[src/rtl/ucode_sequencer_pkg.sv]
// Shared definitions for the microcode sequencer: trap opcodes, routine entry
// points, ROM word layout, FSM encoding and the substituted register fields.
package ucode_sequencer_pkg;

  localparam logic [6:0] OP_MUL0 = 7'b0010000;
  localparam logic [6:0] OP_MUL1 = 7'b0011000;
  localparam logic [6:0] OP_MUL2 = 7'b0110000;
  localparam logic [6:0] OP_MUL3 = 7'b0111000;

  localparam logic [4:0] ENTRY_MUL0 = 5'h00;
  localparam logic [4:0] ENTRY_MUL1 = 5'h08;
  localparam logic [4:0] ENTRY_MUL2 = 5'h10;
  localparam logic [4:0] ENTRY_MUL3 = 5'h18;

  localparam int RD_LSB = 21;
  localparam int RD_MSB = 24;
  localparam int RS_LSB = 17;
  localparam int RS_MSB = 20;

  localparam logic [2:0] ST_IDLE = 3'd0;
  localparam logic [2:0] ST_PRO  = 3'd1;
  localparam logic [2:0] ST_BODY = 3'd2;
  localparam logic [2:0] ST_EPI  = 3'd3;
  localparam logic [2:0] ST_DONE = 3'd4;

  // Field order gives bit 35 = last, 34 = reserved, 33 = subst_rs, 32 = subst_rd.
  typedef struct packed {
    logic        last;
    logic        rsvd;
    logic        subst_rs;
    logic        subst_rd;
    logic [31:0] inst;
  } rom_word_t;

  function automatic logic is_trappable(input logic [6:0] op);
    return (op == OP_MUL0) || (op == OP_MUL1) || (op == OP_MUL2) || (op == OP_MUL3);
  endfunction

  function automatic logic [4:0] entry_of(input logic [6:0] op);
    logic [4:0] e;
    case (op)
      OP_MUL1: e = ENTRY_MUL1;
      OP_MUL2: e = ENTRY_MUL2;
      OP_MUL3: e = ENTRY_MUL3;
      default: e = ENTRY_MUL0;
    endcase
    return e;
  endfunction

  function automatic logic [31:0] apply_subst(input rom_word_t w, input logic [3:0] rd,
                                              input logic [3:0] rs);
    logic [31:0] r;
    r = w.inst;
    if (w.subst_rd) r[RD_MSB:RD_LSB] = rd;
    if (w.subst_rs) r[RS_MSB:RS_LSB] = rs;
    return r;
  endfunction

endpackage

[src/rtl/ucode_sequencer_rom.sv]
// Microcode store: 32 words of 36 bits, combinational read.
// Each routine is prologue, loop body, then epilogue up to the first last=1 word.
module ucode_rom
  import ucode_sequencer_pkg::*;
(
  input  logic [4:0] addr_i,
  output rom_word_t  word_o
);

  always_comb begin
    case (addr_i)
      5'h00: word_o = 36'h3_0200_0013;
      5'h01: word_o = 36'h3_0200_8033;
      5'h02: word_o = 36'h1_0010_0013;
      5'h03: word_o = 36'h8_0000_0073;
      5'h08: word_o = 36'h2_0040_0013;
      5'h09: word_o = 36'h3_1234_5033;
      5'h0A: word_o = 36'h9_0ABC_D013;
      5'h10: word_o = 36'h3_0FF0_0013;
      5'h11: word_o = 36'h3_4000_0033;
      5'h12: word_o = 36'h2_0000_1013;
      5'h13: word_o = 36'h0_DEAD_0013;
      5'h14: word_o = 36'hB_0000_BEEF;
      5'h18: word_o = 36'h1_5550_0013;
      5'h19: word_o = 36'h3_AA00_0033;
      5'h1A: word_o = 36'h0_00C0_FFEE;
      5'h1B: word_o = 36'h8_0000_0067;
      default: word_o = '0;
    endcase
  end

endmodule

[src/rtl/ucode_sequencer.sv]
// Expands a trapped multiply into a microcode routine issued to decode as
// ghost instructions, freezing fetch until the routine completes.
//
// state | meaning
// IDLE  | waiting for a trap; trap_ready high
// PRO   | prologue word issued
// BODY  | loop body word issued, reissued cnt times
// EPI   | epilogue words issued until last=1
// DONE  | ucode_done pulse, back to IDLE
module ucode_sequencer
  import ucode_sequencer_pkg::*;
(
  input  logic        clk,
  input  logic        rst,
  input  logic        trap_valid,
  input  logic [6:0]  trap_opcode,
  input  logic [3:0]  trap_rd,
  input  logic [3:0]  trap_rs,
  input  logic [15:0] trap_imm,
  output logic        trap_ready,
  output logic        ghost_valid,
  output logic [31:0] ghost_inst,
  input  logic        ghost_ready,
  output logic        ucode_active,
  output logic        ucode_done,
  output logic        bad_trap
);

  logic [2:0]  state_q, state_d;
  logic [4:0]  gpc_q, gpc_d;
  logic [15:0] cnt_q, cnt_d;
  logic [3:0]  rd_q, rd_d;
  logic [3:0]  rs_q, rs_d;
  logic [31:0] ginst_q, ginst_d;
  logic        gvalid_q, gvalid_d;
  logic        last_q, last_d;
  logic        bad_q, bad_d;
  logic        load;
  logic        accept;
  rom_word_t   rom_w;

  // ROM looks at the next gPC so the ghost register is filled on the same edge gPC moves.
  ucode_rom u_rom (
    .addr_i (gpc_d),
    .word_o (rom_w)
  );

  assign accept = gvalid_q & ghost_ready;

  always_comb begin
    state_d  = state_q;
    gpc_d    = gpc_q;
    cnt_d    = cnt_q;
    rd_d     = rd_q;
    rs_d     = rs_q;
    gvalid_d = gvalid_q;
    bad_d    = 1'b0;
    load     = 1'b0;
    case (state_q)
      ST_IDLE: begin
        if (trap_valid) begin
          if (is_trappable(trap_opcode)) begin
            state_d  = ST_PRO;
            gpc_d    = entry_of(trap_opcode);
            cnt_d    = trap_imm;
            rd_d     = trap_rd;
            rs_d     = trap_rs;
            gvalid_d = 1'b1;
            load     = 1'b1;
          end else begin
            bad_d = 1'b1;
          end
        end
      end
      ST_PRO: begin
        if (accept) begin
          load = 1'b1;
          if (cnt_q == 16'd0) begin
            gpc_d   = gpc_q + 5'd2;
            state_d = ST_EPI;
          end else begin
            gpc_d   = gpc_q + 5'd1;
            state_d = ST_BODY;
          end
        end
      end
      ST_BODY: begin
        // Exit on cnt==1 rather than counting to zero, so cnt never wraps.
        if (accept) begin
          load = 1'b1;
          if (cnt_q == 16'd1) begin
            gpc_d   = gpc_q + 5'd1;
            state_d = ST_EPI;
          end else begin
            cnt_d = cnt_q - 16'd1;
          end
        end
      end
      ST_EPI: begin
        if (accept) begin
          if (last_q) begin
            state_d  = ST_DONE;
            gvalid_d = 1'b0;
          end else begin
            gpc_d = gpc_q + 5'd1;
            load  = 1'b1;
          end
        end
      end
      ST_DONE: state_d = ST_IDLE;
      default: state_d = ST_IDLE;
    endcase
    ginst_d = load ? apply_subst(rom_w, rd_d, rs_d) : ginst_q;
    last_d  = load ? rom_w.last : last_q;
  end

  always_ff @(posedge clk) begin
    if (rst) begin
      state_q  <= ST_IDLE;
      gpc_q    <= '0;
      cnt_q    <= '0;
      rd_q     <= '0;
      rs_q     <= '0;
      ginst_q  <= '0;
      gvalid_q <= 1'b0;
      last_q   <= 1'b0;
      bad_q    <= 1'b0;
    end else begin
      state_q  <= state_d;
      gpc_q    <= gpc_d;
      cnt_q    <= cnt_d;
      rd_q     <= rd_d;
      rs_q     <= rs_d;
      ginst_q  <= ginst_d;
      gvalid_q <= gvalid_d;
      last_q   <= last_d;
      bad_q    <= bad_d;
    end
  end

  assign trap_ready   = (state_q == ST_IDLE);
  assign ucode_active = (state_q != ST_IDLE);
  assign ucode_done   = (state_q == ST_DONE);
  assign ghost_valid  = gvalid_q;
  assign ghost_inst   = ginst_q;
  assign bad_trap     = bad_q;

endmodule

[config.mk]
export PLATFORM = sky130hd
export DESIGN_NAME = ucode_sequencer
export DESIGN_NICKNAME = d
export VERILOG_FILES = /design/src/rtl/ucode_sequencer_pkg.sv /design/src/rtl/ucode_sequencer_rom.sv /design/src/rtl/ucode_sequencer.sv
export SDC_FILE = /design/constraint.sdc
export NUM_CORES = 1
export LEC_CHECK = 0
export CORE_ASPECT_RATIO = 0.6
export CORE_MARGIN = 5
export CORE_UTILIZATION = 40
export CTS_BUF_LIST = sky130_fd_sc_hd__clkbuf_4 sky130_fd_sc_hd__clkbuf_8
export CTS_CLUSTER_DIAMETER = 120
export DETAILED_ROUTE_END_ITERATION = 10
export PLACE_DENSITY = 0.66
export SLEW_MARGIN = 25
export SYNTH_ARGS = -nofsm -noshare
export SYNTH_HDL_FRONTEND = slang
export SYNTH_SLANG_ARGS = --single-unit
[constraint.sdc]
create_clock -name clk -period 3.7 [get_ports clk]
set_clock_uncertainty 0.15 [all_clocks]
set_input_delay 0.74 -clock clk [delete_from_list [all_inputs] [get_ports clk]]
set_output_delay 0.74 -clock clk [all_outputs]
set_load 0.02 [all_outputs]
==> flow_metrics.tcl, run 1 <==
set metrics [dict create \
    status "finished clean" \
    crit_path_end_kind "flip-flop" \
    p_sw_mw 0.362 \
    fin_setup_tns_ps 0 \
    cts_hold_buf 0 \
    antenna_found_initial 0 \
    synthesis.nets 575 \
    total_power_mw 1.46 \
    synthesis.area_mm2 0.00404 \
    synth-main-ff-cell "dfxtp_1" \
    finalCritPeriodShare_pct 96.7 \
    syn-mean-instance-area_um2 7.64 \
    p_comb_share_pct 9.4 \
    fmax_mhz 280 \
    pre_cts_ws_ps -429 \
    route.detailed.drc 0 \
    ys_seq_area_share_pct 30.7 \
    cp.arrival_ps 3690 \
    period_minus_slack_ps 3580 \
    layout_setup_ws_ps 123 \
    viasPerCell 5.74 \
    seq_power_share_pct 46.4 \
    drt-total-wl_mm 13.7 \
    ff2ff_path_depth 15 \
    cp-endpoint "ghost_inst[22]" \
    cpPeakStageDelay_ps 620 \
    grt_pass1_vias 4291 \
    min_path_type "reg -> reg" \
    nets 696 \
    crit_chain "clkdlybuf4s50_1 -> or4b_1 -> nor3_4 -> buf_4 -> a211o_1 -> a211oi_2 -> o2bb2ai_2 -> buf_4 -> nand3_2 -> buf_4 -> a21oi_1 -> o211ai_1 -> a211oi_1" \
    hold_violations 0 \
    switching_share_pct 24.8 \
    cpMostUsedCell "buf_4" \
    rsz0062_at_grt "yes" \
    drtIter0Drc 382 \
    start_util_pct 40.9 \
    layout_commonest_cell "buf_4" \
    die_area_mm2 0.0123 \
    post_dp_cell_area_mm2 0.00534 \
    crit_path_start "trap_opcode[0]" \
    drive_gt1_share_pct 20.5 \
    final_area_mm2 0.00562 \
    layout_common_cells "buf_4 (84), clkdlybuf4s50_1 (70), nor2_1 (68), dfxtp_1 (61), nand2_1 (56)" \
    worst_pin_slew_ps 865 \
    final_antenna_net_count 0 \
    nFillCells 925 \
    dr.pass1.iters 5 \
    cp.depth 13 \
    multiInputGateArea_mm2 0.00260 \
    ys_ff_latch 62 \
    worstPathRequired_ps 3820 \
    pwr_density_cell_mw_per_mm2 260 \
    ys_types 74 \
    core-area_mm2 0.00988 \
    seq_area_mm2 0.00124 \
    worst-setup-path-type "in -> reg" \
    maxSlewHeadroom_pct 42.2 \
    path_buf_inv 4 \
    grt_max_degree 32 \
    intPower_mw 1.10 \
    ios 72 \
    rrSetupSlack_ps 160 \
    cts_num_sinks 62 \
    startpoint_type "input pin" \
    setup_viol 0 \
    crit_slowest_cell "or4b_1" \
    clkSlewWorstSetupHoldPaths_ps 70 \
    diodes 0 \
    pwr-share-clk_pct 44.2 \
    die_h_um 87.9 \
    cts_htree_levels 3 \
    async_reset_ff_share_pct 0 \
    yosysWarnings 0 \
    die_x_um 140 \
    rows 28 \
    cp_top_family "simple AND/OR/NAND/NOR gates" \
    numCtsBuffers 9 \
    grt_pass1_wl_mm 22.3 \
    wl_per_cell_um 17.4 \
    p_leak_nw 2.14 \
    area_growth_syn_to_layout_pct 38.9 \
    drv_cap 0 \
    slew_viol_final 0 \
    grt_util_all_layers_pct 22.4 \
    clk_path_buf_depth 2 \
    gp_routability_congestion 0.973 \
    cts_tree "done" \
    grt_overflow 0 \
    synth-edff-count 0 \
    hold_slack_ps 304 \
    vdd_drop_max_uv 224 \
    synthCells 529 \
    port_buffers 71 \
    clkLatencyLatePin_ps 350 \
    vias 4537 \
    cts_root_buf "clkbuf_8" \
    critPathMaxFanout 7 \
    r2r_start "cnt_q[0]" \
    place_hpwl_mm 10.4 \
    reg2reg_to "ghost_inst[23]" \
]
cells by family after synthesis:
logic type,synth area share [%]
simple gates,27.6
buf+inv,6.44
compound gates,28.1
flops,30.7
fa+ha+maj,3.40
mux,3.06
xor+xnor,0.650
cell usage after synthesis (all sizes together), types with 5 or more instances:
library cell,n,share of area (%)
nor2,71,6.8
dfxtp,62,31
nand2,56,5.2
o21ai,36,4.5
a21oi,34,4.3
clkbuf,30,2.9
nor3,22,3.0
a211oi,15,3.3
buf,15,2.3
inv,14,1.3
nand3,12,1.7
nor4,12,2.8
ha,11,3.4
a22oi,10,1.9
mux2i,9,2.2
nand4,9,1.5
a311oi,8,1.7
o22ai,7,1.1
a31oi,6,0.93
o211ai,6,1.1
nor2b,5,0.77
through the flow:
| step | cells | util [%] |
|---|---|---|
| detailed placement | 773 | 54.0 |
| global placement | 773 | 54.0 |
| CTS | 789 | 56.2 |
| floorplan | 529 | - |
| finish | 790 | 56.9 |
| global route | 790 | 56.9 |
registers in the layout, indices dropped and copies added, names as in the netlist:
register and count:
gpc_q 5, last_q 1, state_q 3, ghost_inst 27, cnt_q 16, rs_q 4, bad_trap 1, ghost_valid 1
rd_q 4
worst min path at each step:
stage	startpoint	to	slack, ps	cells after the start
global placement	ghost_inst[29]	ghost_inst[29]	290	2
CTS	ghost_inst[31]	ghost_inst[31]	310	2
floorplan	rd_q[2]	rd_q[2]	300	2
finish	ghost_inst[8]	ghost_inst[8]	300	2
global route	ghost_inst[17]	ghost_inst[17]	340	2
detailed placement	ghost_inst[31]	ghost_inst[31]	300	2
layer usage:
layer	share of wire, %	up-vias	GRT usage, %
li1	-	2198	-
met1	49	2142	33.4
met2	41	184	32.3
met3	9.2	13	5.84
met4	0.80	0	4.93
met5	0	-	0
worst register-to-register path, delay by kind of cell (launching register included):
family / cells / cell delay, ps
AOI/OAI and AO/OA: 5 / 900
adders and majority gates: 2 / 430
buffers and inverters: 2 / 180
DFF: 1 / 370
and+or+nand+nor: 6 / 1410
repair_timing:
item | in CTS | in global routing
pin swaps | 0 | 2
buffers inserted | 0 | 1
endpoints found under the setup margin | 1 | 12
gates resized for setup | 1 | 13
final cells by class:
| type | instances | area share (%) |
|---|---|---|
| sequential | 62 | 22.1 |
| clock buffer | 12 | 2.83 |
| timing repair buffer | 155 | 23.8 |
| inverter | 14 | 0.936 |
| multi-input combinational | 408 | 46.4 |
| clock inverter | 4 | 0.958 |
| tap | 135 | 3.01 |
power groups by stage:
stage	clock network, mW	logic [mW]	registers [mW]
2_1_floorplan	0	0.0621	0.695
3_3_place_gp	0	0.130	0.694
3_5_place_dp	0	0.132	0.694
4_1_cts	0.664	0.133	0.678
5_1_grt	0.689	0.148	0.679
6_report	0.646	0.137	0.679
Power figures use the tool's default switching activity.
==> run 2, diff against run 1 <==
Settings changed: GPL_ROUTABILITY_DRIVEN set to 1.
==> results of run 2 <==
The final DEF is identical to that of run 1; final timing and power are the same.
==> run 3, diff against run 2 <==
Settings changed: CORE_ASPECT_RATIO 0.6 to not set.
==> run 3 against run 2 <==
Global-route usage is 1.4 points lower. Via count is 3.2% lower. Routed wire length down 4.6%. Clock power is 0.9% lower. First-iteration DRC count decreased by 44%. Combinational power decreased by 4%. Core utilization fell by 2.0 points. Critical endpoint is now ghost_inst[24]. Largest cell class unchanged. Largest power group unchanged.
==> flow_metrics.tcl, run 3 (synthesis gave the netlist of run 1 again) <==
set metrics [dict create \
    crit_chain "clkdlybuf4s50_1 -> nor4b_1 -> a41oi_1 -> o21ai_1 -> o21ai_0 -> nand2_1 -> o211ai_1 -> inv_1 -> ha_1 -> o21ai_0 -> o32ai_2 -> a32o_1 -> a32oi_1 -> a211oi_1" \
    start_util_pct 41.2 \
    maxSlewHeadroom_pct 37.7 \
    grt_util_all_layers_pct 21.0 \
    drt-total-wl_mm 13.1 \
    cpPeakStageDelay_ps 420 \
    core-area_mm2 0.00982 \
    crit_path_start "trap_opcode[0]" \
    clkSlewWorstSetupHoldPaths_ps 80 \
    fmax_mhz 287 \
    die_x_um 111 \
    port_buffers 71 \
    clkLatencyLatePin_ps 340 \
    route.detailed.drc 0 \
    place_hpwl_mm 9.66 \
    cp.arrival_ps 3590 \
    final_area_mm2 0.00538 \
    vias 4391 \
    drv_cap 0 \
    worst-setup-path-type "in -> reg" \
    crit_slowest_cell "clkdlybuf4s50_1" \
    layout_common_cells "nor2_1 (70), clkdlybuf4s50_1 (70), dfxtp_1 (62), buf_4 (62), nand2_1 (56)" \
    instances_no_fill 766 \
    grt_overflow 0 \
    pre_cts_ws_ps -135 \
    grt_pass1_wl_mm 21.6 \
    hold_slack_ps 311 \
    period_minus_slack_ps 3490 \
    largest_reg_flops 27 \
    layout_setup_ws_ps 214 \
    area_growth_syn_to_layout_pct 33.1 \
    crit_path_end_kind "flip-flop" \
    rsz0062_at_grt "no" \
    die_area_mm2 0.0122 \
    cts_root_buf "clkbuf_8" \
    diodes 0 \
    die_h_um 111 \
    cpMostUsedCell "o21ai_0" \
    ios 72 \
    drtIter0Drc 214 \
    antenna_found_initial 0 \
    hold_path.startpoint "ghost_inst[16]" \
    finalCritPeriodShare_pct 94.2 \
    setup_viol 0 \
    gp_routability_congestion 0.912 \
    nFillCells 986 \
    drive_gt1_share_pct 16.4 \
    rows 36 \
    worstPathRequired_ps 3800 \
    slew_viol_final 0 \
    grt_max_degree 50 \
    status "finished clean" \
    vdd_drop_max_uv 191 \
    cts_htree_levels 3 \
    numCtsBuffers 9 \
    startpoint_type "input pin" \
    p_leak_nw 2.02 \
    min_path_type "reg -> reg" \
    post_dp_cell_area_mm2 0.00518 \
    clk_path_buf_depth 2 \
    cts_num_sinks 62 \
    place_inst 750 \
    critPathMaxFanout 4 \
    wl_per_cell_um 17.1 \
    nets 674 \
    viasPerCell 5.73 \
    dr.pass1.iters 5 \
    hold_violations 0 \
    final_antenna_net_count 0 \
    total_power_mw 1.45 \
    worst_pin_slew_ps 935 \
    grt_pass1_vias 4198 \
    cts_tree "done" \
    pwr_density_cell_mw_per_mm2 269 \
    r2r_start "cnt_q[0]" \
]
==> run 3: through the flow <==
step	utilization [%]	setup TNS, ps
after global routing	54.8	0
after global placement	52.7	-366
final	54.8	0
after detailed placement	52.7	-456
after CTS	54.8	0
after floorplan	-	0
==> run 3: critical path: cells and delay by family <==
kind | cells | cell delay, ps
adders and majority gates | 1 | 190
buffers and inverters | 2 | 560
and+or+nand+nor | 2 | 460
AOI/OAI and AO/OA | 9 | 1640
==> run 3: routing by layer <==
layer,track usage [%],part of all wire (%)
met5,0,0
met2,35.9,48
met1,26.6,45
met4,5.50,1.7
met3,4.70,5.0
==> run 3: area by class of cell <==
type	count	area (um^2)	area share, %
Clock buffer	10	138	2.56
Clock inverter	6	67.6	1.26
Inverter	14	52.6	0.977
Multi-Input combinational cell	408	2540	47.3
Sequential cell	62	1240	23.1
Tap cell	133	166	3.09
Timing Repair Buffer	133	1170	21.8
==> run 3: worst paths after layout <==
check	endpoint	depth (start not counted)	slack (ps)
setup reg to reg	ghost_inst[18]	16	310
hold / removal	ghost_inst[16]	2	310
setup / recovery	ghost_inst[24]	14	210
hold reg to reg	ghost_inst[16]	2	310
==> run 3: what timing repair did <==
item,in CTS,in global routing
gates resized for setup,0,1
setup endpoints to repair,0,4
hold buffers,0,0
setup buffers,0,0
==> run 3: power breakdown <==
group	leakage, nW	internal [mW]	switching (mW)
clock network	0.0993	0.333	0.307
logic	1.42	0.0677	0.0629
registers	0.500	0.672	0.00599
total	2.02	1.07	0.376
